File: src/rtl/alsu_result_fifo.sv
// alsu_result_fifo: filters ALSU results by leds, buffers valid ones in a show-ahead FIFO with drop/overflow stats.
// Optional saturating accumulator of pushed results enabled by defining ALSU_RESULT_ACC_EN.
module alsu_result_fifo #(
  parameter int DEPTH = 8,
  parameter int ACC_W = 10
) (
  input  logic                     clk,
  input  logic                     rst,
  input  logic                     in_valid,
  input  logic [5:0]               in_out,
  input  logic [15:0]              in_leds,
  output logic                     in_ready,
  output logic                     m_valid,
  output logic [5:0]               m_data,
  input  logic                     m_ready,
  output logic [$clog2(DEPTH):0]   count,
  output logic                     full,
  output logic                     empty,
  output logic [7:0]               drop_cnt,
  output logic                     overflow,
  output logic [ACC_W-1:0]         acc,
  input  logic                     clr
);
  localparam int AW = $clog2(DEPTH);
  localparam int CW = AW + 1;
  logic [5:0]    mem_q [DEPTH];
  logic [AW-1:0] wr_ptr_q, wr_ptr_d, rd_ptr_q, rd_ptr_d;
  logic [CW-1:0] count_q, count_d;
  logic [7:0]    drop_cnt_q, drop_cnt_d;
  logic          overflow_q, overflow_d;
  logic          push, pop, drop, lost;
  assign full     = count_q == CW'(DEPTH);
  assign empty    = count_q == '0;
  assign in_ready = !full;
  assign m_valid  = !empty;
  assign m_data   = mem_q[rd_ptr_q];
  assign count    = count_q;
  assign drop_cnt = drop_cnt_q;
  assign overflow = overflow_q;
  assign drop     = in_valid && in_leds != '0;
  assign push     = in_valid && in_leds == '0 && !full;
  assign lost     = in_valid && in_leds == '0 && full;
  assign pop      = m_valid && m_ready;
  always_comb begin
    wr_ptr_d   = push ? wr_ptr_q + AW'(1) : wr_ptr_q;
    rd_ptr_d   = pop ? rd_ptr_q + AW'(1) : rd_ptr_q;
    count_d    = count_q + CW'(push) - CW'(pop);
    drop_cnt_d = clr ? '0 : (drop && drop_cnt_q != 8'hFF) ? drop_cnt_q + 8'd1 : drop_cnt_q;
    overflow_d = clr ? 1'b0 : overflow_q | lost;
  end
  always_ff @(posedge clk or negedge rst)
    if (!rst) begin
      wr_ptr_q   <= '0;
      rd_ptr_q   <= '0;
      count_q    <= '0;
      drop_cnt_q <= '0;
      overflow_q <= 1'b0;
    end else begin
      wr_ptr_q   <= wr_ptr_d;
      rd_ptr_q   <= rd_ptr_d;
      count_q    <= count_d;
      drop_cnt_q <= drop_cnt_d;
      overflow_q <= overflow_d;
    end
  // Storage needs no reset; m_data is don't-care while empty.
  always_ff @(posedge clk)
    if (push) mem_q[wr_ptr_q] <= in_out;
`ifdef ALSU_RESULT_ACC_EN
  logic [ACC_W-1:0] acc_q, acc_d, acc_sat;
  logic [ACC_W:0]   acc_sum;
  always_comb begin
    acc_sum = {acc_q[ACC_W-1], acc_q} + {{(ACC_W-5){in_out[5]}}, in_out};
    acc_sat = (acc_sum[ACC_W] != acc_sum[ACC_W-1]) ? {acc_sum[ACC_W], {(ACC_W-1){~acc_sum[ACC_W]}}} : acc_sum[ACC_W-1:0];
    acc_d   = clr ? '0 : push ? acc_sat : acc_q;
  end
  always_ff @(posedge clk or negedge rst)
    if (!rst) acc_q <= '0;
    else acc_q <= acc_d;
  assign acc = acc_q;
`else
  assign acc = '0;
`endif
endmodule

File: config.mk
export PLATFORM = sky130hd
export DESIGN_NAME = alsu_result_fifo
export DESIGN_NICKNAME = d
export VERILOG_FILES = /design/src/rtl/alsu_result_fifo.sv
export SDC_FILE = /design/constraint.sdc
export NUM_CORES = 1
export LEC_CHECK = 0
export ABC_AREA = 0
export BUFFER_PORTS_ARGS = -buffer_cell sky130_fd_sc_hd__buf_2
export CORE_ASPECT_RATIO = 0.7
export CORE_MARGIN = 1
export CORE_UTILIZATION = 45
export DETAILED_ROUTE_END_ITERATION = 7
export GPL_ROUTABILITY_DRIVEN = 0
export GPL_TIMING_DRIVEN = 0
export PLACE_DENSITY_LB_ADDON = 0.05
export SLEW_MARGIN = 10
export SYNTH_ARGS = -nofsm -noshare
export SYNTH_HDL_FRONTEND = slang
export SYNTH_SLANG_ARGS = --single-unit
File: constraint.sdc
create_clock -name clk -period 5.8 [get_ports clk]
set_input_delay 0.29 -clock clk [delete_from_list [all_inputs] [get_ports clk]]
set_output_delay 0.29 -clock clk [all_outputs]
set_load 0.01 [all_outputs]
After elaboration in Yosys (flattened, before gate mapping)

Memory sizes are Yosys's and may differ from the RTL's.
Cells that the tools add are included.

Bitwise logic cells: 1
Reductions and logical operators: 12
$add $sub $neg: 5
Multiply operators: 0
Magnitude comparators: 0
Shift operators: 0
Div/mod/pow operators: 0
Eq/ne operators: 2
Mux-type cells: 5

Operators with widths:

| kind                | count |
|---|---|
| $logic_not 16->1    | 1 |
| $mux 8              | 2 |
| $reduce_bool 16->1  | 1 |
| $add 8x1->8 const B | 1 |
| $ne 8x8->1 const B  | 1 |
| $add 3x1->3 const B | 2 |
| $logic_and 1x1->1   | 6 |
| $add 4x1->4         | 1 |
| $eq 4x4->1 const B  | 1 |
| $logic_not 4->1     | 1 |
| $sub 4x1->4         | 1 |
| $mux 1              | 3 |
| $logic_not 1->1     | 2 |
| $reduce_bool 2->1   | 1 |
| $or 1x1->1          | 1 |

Bits in latches: 0
ROM bits: 0
Memories kept: 1
Register bits after elaboration: 19
Memory bits (writable): 48
Bits of input ports: 27
Output and inout bits: 33
Word-level logic and storage cells: 31

Memories:

| name  | words | bits a word | read ports | clocked after memory_dff | write ports | RTL line | text |
|---|---|---|---|---|---|---|---|
| mem_q | 8     | 6           | 1          | 0                        | 1           | 26       | `logic [5:0] mem_q [DEPTH];` |

Logic depth before layout (Yosys ltp)

Depth after elaboration: 5
Gate-level depth with buffers: 11
Depth with buffers taken out: 11

Least setup slack after synthesis

OpenSTA, ideal clock, no wires.

Path kind: input -> register
From: input in_leds[2]
To: register count_q[2] (netlist: count[2])
Path buffers: 2
Path slack: 3.584 ns
Library setup time: 0.123 ns
Data required time: 5.677 ns
Stages: 11
Arrival time: 2.094 ns
Path through: nor4_1 and4_1 buf_6 buf_12 nand3_4 ha_1 inv_1 ha_1 inv_1 fa_1 xnor2_1

Cells in the longest elaborated chain, start to end: 5

RTL lines:

| item                           | RTL line | text |
|---|---|---|
| start, declared                | 11       | `input logic [15:0] in_leds,` |
| $logic_not 16->1               | 41       | `assign push = in_valid && in_leds == '0 && !full;` |
| $logic_and 1x1->1 (2 in a row) | 41       |  |
| $add 4x1->4                    | 47       | `count_d = count_q + CW'(push) - CW'(pop);` |
| $sub 4x1->4                    | 47       |  |
| net count_d[2]                 | 28       | `logic [CW-1:0] count_q, count_d;` |
| end signal, assigned           | 61       | `count_q <= count_d;` |
| end, declared                  | 28       |  |

The timed path passes the listed nets, and every way through them passes these cells.
A chain may end at the register's enable or synchronous reset.

Worst setup path after layout

From: register rd_ptr_q[1]
To: output m_data[0]

Cells in the longest elaborated chain, start to end: 1

RTL lines:

| item                   | RTL line | text |
|---|---|---|
| start, declared        | 27       | `logic [AW-1:0] wr_ptr_q, wr_ptr_d, rd_ptr_q, rd_ptr_d;` |
| start signal, assigned | 60       | `rd_ptr_q <= rd_ptr_d;` |
| $mem_v2 8x6            | n/a      |  |
| end, declared          | 14       | `output logic [5:0] m_data,` |

No other way between the ends.

==> results by stage <==
Outcome:
- The run finished with clean final reports.

Floorplanning:
- The placeable core region is 6370 um^2.
- The initial utilization of the core area, before any placement, comes to 0.477.
- The horizontal die dimension is 100 um.
- The boundary pin count is 60.
- The die covers 7090 um^2.
- The die is 70.8 um tall.
- In this run the core area contains 24 standard-cell rows.

Placed design:
- The standard cell area after detailed placement is 3450 um^2.
- In this run the tool buffered the top-level ports with 48 buffer cells.
- Timing analysis after detailed placement gives a worst setup slack of 3.15 ns.
- The final HPWL from detailed placement is 3.85 mm.

Pwr:
- The analysis attributes to cell leakage a power of 1.45 nW.
- The worst-case IR drop observed on VDD is 0.000118 V.
- For this design the ratio of total power to cell area is 362 nW/um^2.

Worst setup path:
- The worst setup path is launched from a register.
- The maximum fanout encountered on the critical timing path is 10.
- The worst setup path is of the register to output pin kind.
- For the worst setup path, the data required time is 5.51 ns.
- STA classifies the critical path endpoint as an output pin.
- Data arrives at the worst endpoint at 2.22 ns.

Clock tree:
- The clock insertion delay at the later pin of the skew report is 0.33 ns.
- After clock tree synthesis, the clock-pin slew on the worst setup and hold paths is 0.08 ns.
- TritonCTS built the clock tree.
- The clock net sink count is 67.
- Once the clock tree was built, the resizer swapped 0 gates to a different size.
- The maximum clock insertion buffer count is 2.
- The H-tree depth is 3.
- The clock root buffer is sky130_fd_sc_hd__clkbuf_8.
- The number of buffers created by CTS is 9.

Route:
- The total wire length is 5.54 mm.
- The detailed-route vias per instance is 4.96.
- Detailed routing inserted a total of 1789 vias.
- For this block, the initial DRC count from the detailed router was 63.
- The number of nets with antenna violations after detailed routing is 0.
- The final routed wire length divided by cell count is 15.4 um.
- For this run, design rule violations remaining after detail routing come to 0.
- The detailed-router iteration count before antenna repair is 4.

Synth:
- After synthesis, the mean cell area works out to 15.6 um^2.
- The yosys synthesis warning count is 0.
- Counting distinct cell types in the post-synthesis netlist gives 38.
- After synthesis the netlist holds a flip-flop and latch count of 67.
- Synthesis produced a netlist whose cell count is 195.
- The portion of the post-synthesis area used by sequential elements is 0.631.
- After synthesis the cells add up to 3040 um^2.

Timing:
- Setup repair after global routing left no endpoint under its margin.
- The final cycle utilization of the critical path is 0.432.
- The number of failing hold endpoints at the final stage is 0.
- The fmax is 399 MHz.
- The number of max-slew violations in the final report came to 0.
- The routed design could run at a clock period as short as 2.51 ns.
- Setup violations remaining at the end of the flow were counted as 0.
- The worst pin sits at a relative slew slack of 0.250.
- In the final timing run, aggregate negative setup slack is 0 ns.
- The worst clock skew is 0.00594 ns.
- The slew at the pin closest to its max-slew limit is 1.12 ns.
- The slack of the critical path is 3.29 ns.

Final layout:
- The number of inserted diodes is 0.
- In the final design database the tool counted 302 nets.
- The proportion of layout cells with a drive suffix above 1 is 0.389.
- From synthesis to final layout, the design area changed by 19.5%.
- The finished cells cover 3630 um^2.

Global routing:
- The global routing met1 resource utilization is 0.260.
- The total overflow reported by the global router is 0.
- The global-route track usage on met2 is 0.244.
- In this run the most used layer during global routing was met1.
- Entering global routing, the biggest net connects 20 pins.
- In the global route stage, overall resource usage came out at 0.174.
- The global-route wire length before repair is 8.96 mm.
- The global-route track usage on met3 is 0.0543.
- The via count of the first global-routing pass is 1744.
- The number of antenna violations at the first check in global routing is 0.

Min path:
- The worst hold path belongs to the class primary input to register.

Flow run:
- Max-cap violations in this run came to 0.
routing by layer:
metal | share of wire | vias to the layer above
met4 | 0 | 0
met3 | 0.076 | 0
met2 | 0.43 | 67
met1 | 0.50 | 858
li1 | - | 864
met5 | 0 | -
cell usage after synthesis:
cell                       number  area, um^2
sky130_fd_sc_hd__mux4_2        12         270
sky130_fd_sc_hd__buf_4         11        82.6
sky130_fd_sc_hd__mux2i_1        1        10.0
sky130_fd_sc_hd__nor3b_1        1        7.51
sky130_fd_sc_hd__o41ai_1        1        8.76
sky130_fd_sc_hd__mux2_2         8        90.1
sky130_fd_sc_hd__nor4_1         6        37.5
sky130_fd_sc_hd__buf_2          1        5.00
sky130_fd_sc_hd__nand3_4        1        17.5
sky130_fd_sc_hd__a21oi_1        5        25.0
sky130_fd_sc_hd__nand3_1        2        10.0
sky130_fd_sc_hd__nor2_2         1        6.26
sky130_fd_sc_hd__a31oi_1        1        6.26
sky130_fd_sc_hd__edfxtp_1      48        1440
sky130_fd_sc_hd__fa_1           1        20.0
sky130_fd_sc_hd__nand4_1        6        37.5
sky130_fd_sc_hd__nand2_1        7        26.3
sky130_fd_sc_hd__dfrtp_1       19         475
sky130_fd_sc_hd__a21o_1         1        7.51
sky130_fd_sc_hd__ha_1           9         113
sky130_fd_sc_hd__or4_1          4        30.0
sky130_fd_sc_hd__nor2b_1        3        18.8
sky130_fd_sc_hd__mux2_1         2        22.5
sky130_fd_sc_hd__mux2_4         1        15.0
sky130_fd_sc_hd__nor4_2         1        12.5
sky130_fd_sc_hd__buf_6          1        11.3
sky130_fd_sc_hd__and4_1         1        8.76
sky130_fd_sc_hd__xor2_1         1        8.76
sky130_fd_sc_hd__buf_12         1        20.0
sky130_fd_sc_hd__conb_1         1        3.75
sky130_fd_sc_hd__clkbuf_1       2        7.51
sky130_fd_sc_hd__buf_1          1        3.75
sky130_fd_sc_hd__inv_1         10        37.5
sky130_fd_sc_hd__nand2b_1       4        25.0
sky130_fd_sc_hd__o31ai_1        3        22.5
sky130_fd_sc_hd__xnor2_1        5        43.8
sky130_fd_sc_hd__nor3_1         4        20.0
sky130_fd_sc_hd__nor2_1         8        30.0
cell type report:
cell class | count | area (um^2)
Multi-Input combinational cell | 110 | 1000
Buffer | 17 | 130
Clock inverter | 7 | 52.6
Inverter | 10 | 37.5
Sequential cell | 67 | 1920
Timing Repair Buffer | 50 | 258
Tap cell | 91 | 114
Clock buffer | 9 | 124
Fill cell | 555 | 2730
worst max-delay path: stages, from the launching register on:
cell,delay [ns]
sky130_fd_sc_hd__dfrtp_1,0.48
sky130_fd_sc_hd__buf_1,0.55
sky130_fd_sc_hd__mux4_2,0.41
sky130_fd_sc_hd__mux2_2,0.31
sky130_fd_sc_hd__buf_2,0.15
power breakdown:
group	internal, mW	switching, mW	total (mW)
logic	0.208	0.190	0.397
clock network	0.157	0.184	0.341
registers	0.543	0.0331	0.576
total	0.907	0.407	1.31
state kept, by name, indices dropped and copies added, names as in the netlist:
name      flops
mem_q        48
drop_cnt      8
count         4
rd_ptr_q      3
wr_ptr_q      3
overflow      1
kinds of logic (layout without fill, tap and decap cells):
group	after synthesis	count (layout)	share of synthesized area
adder cells (fa/ha/maj)	10	10	0.0436
AND/OR/NAND/NOR	49	49	0.0947
flip-flops	67	67	0.631
buffers and inverters	27	93	0.0552
XOR/XNOR	6	6	0.0173
other	1	10	0.00123
multiplexers	24	24	0.134
AO/OA/AOI/OAI	11	11	0.0231
per-stage QoR:
| stage | instances | power [mW] | utilization | hold slack [ns] |
|---|---|---|---|---|
| 6_report | 361 | 1.31 | 0.571 | 0.220 |
| 5_1_grt | 361 | 1.40 | 0.571 | 0.222 |
| 4_1_cts | 361 | 1.34 | 0.571 | 0.200 |
| 3_5_place_dp | 344 | 0.991 | 0.541 | 0.269 |
| 3_3_place_gp | 343 | 0.986 | 0.538 | 0.269 |
| 2_1_floorplan | 204 | 0.864 | - | -0.00559 |
cell usage in the layout, fill, tap and decap left out, types with 2 or more instances in the layout:
cell type and n:
sky130_fd_sc_hd__a21oi_1 5, sky130_fd_sc_hd__buf_2 49, sky130_fd_sc_hd__buf_4 12, sky130_fd_sc_hd__clkbuf_1 2
sky130_fd_sc_hd__clkbuf_8 9, sky130_fd_sc_hd__clkinvlp_4 4, sky130_fd_sc_hd__conb_1 10, sky130_fd_sc_hd__dfrtp_1 19
sky130_fd_sc_hd__edfxtp_1 48, sky130_fd_sc_hd__ha_1 9, sky130_fd_sc_hd__inv_1 10, sky130_fd_sc_hd__inv_6 2
sky130_fd_sc_hd__mux2_1 2, sky130_fd_sc_hd__mux2_2 8, sky130_fd_sc_hd__mux4_2 12, sky130_fd_sc_hd__nand2_1 7
sky130_fd_sc_hd__nand2b_1 4, sky130_fd_sc_hd__nand3_1 2, sky130_fd_sc_hd__nand4_1 6, sky130_fd_sc_hd__nor2_1 8
sky130_fd_sc_hd__nor2b_1 3, sky130_fd_sc_hd__nor3_1 3, sky130_fd_sc_hd__nor4_1 5, sky130_fd_sc_hd__nor4_2 2
sky130_fd_sc_hd__o31ai_1 3, sky130_fd_sc_hd__or4_1 4, sky130_fd_sc_hd__xnor2_1 5
final timing paths:
check                                             start                 endpoint  slack [ns]  depth (start not counted)
worst max-delay path            rd_ptr_q[1]$_DFFE_PN0P_                m_data[0]        3.29                          4
worst min-delay path                          in_out[0]    mem_q[1][0]$_DFFE_PP_        0.22                          1
worst max register to register       count[2]$_DFF_PN0_    mem_q[2][3]$_DFFE_PP_        3.54                          5
worst min register to register       overflow$_DFF_PN0_       overflow$_DFF_PN0_        0.50                          2
max in group asynchronous                           rst  rd_ptr_q[1]$_DFFE_PN0P_        5.05                          2
min in group asynchronous                           rst  drop_cnt[6]$_DFFE_PN0P_        0.44                          2
timing repair:
action                                 4_1_cts  5_1_grt
hold buffers                                 1        0
endpoints found under the hold margin       19        0
setup buffers                                0        0
Note: power is estimated with default switching activity, not from simulation.
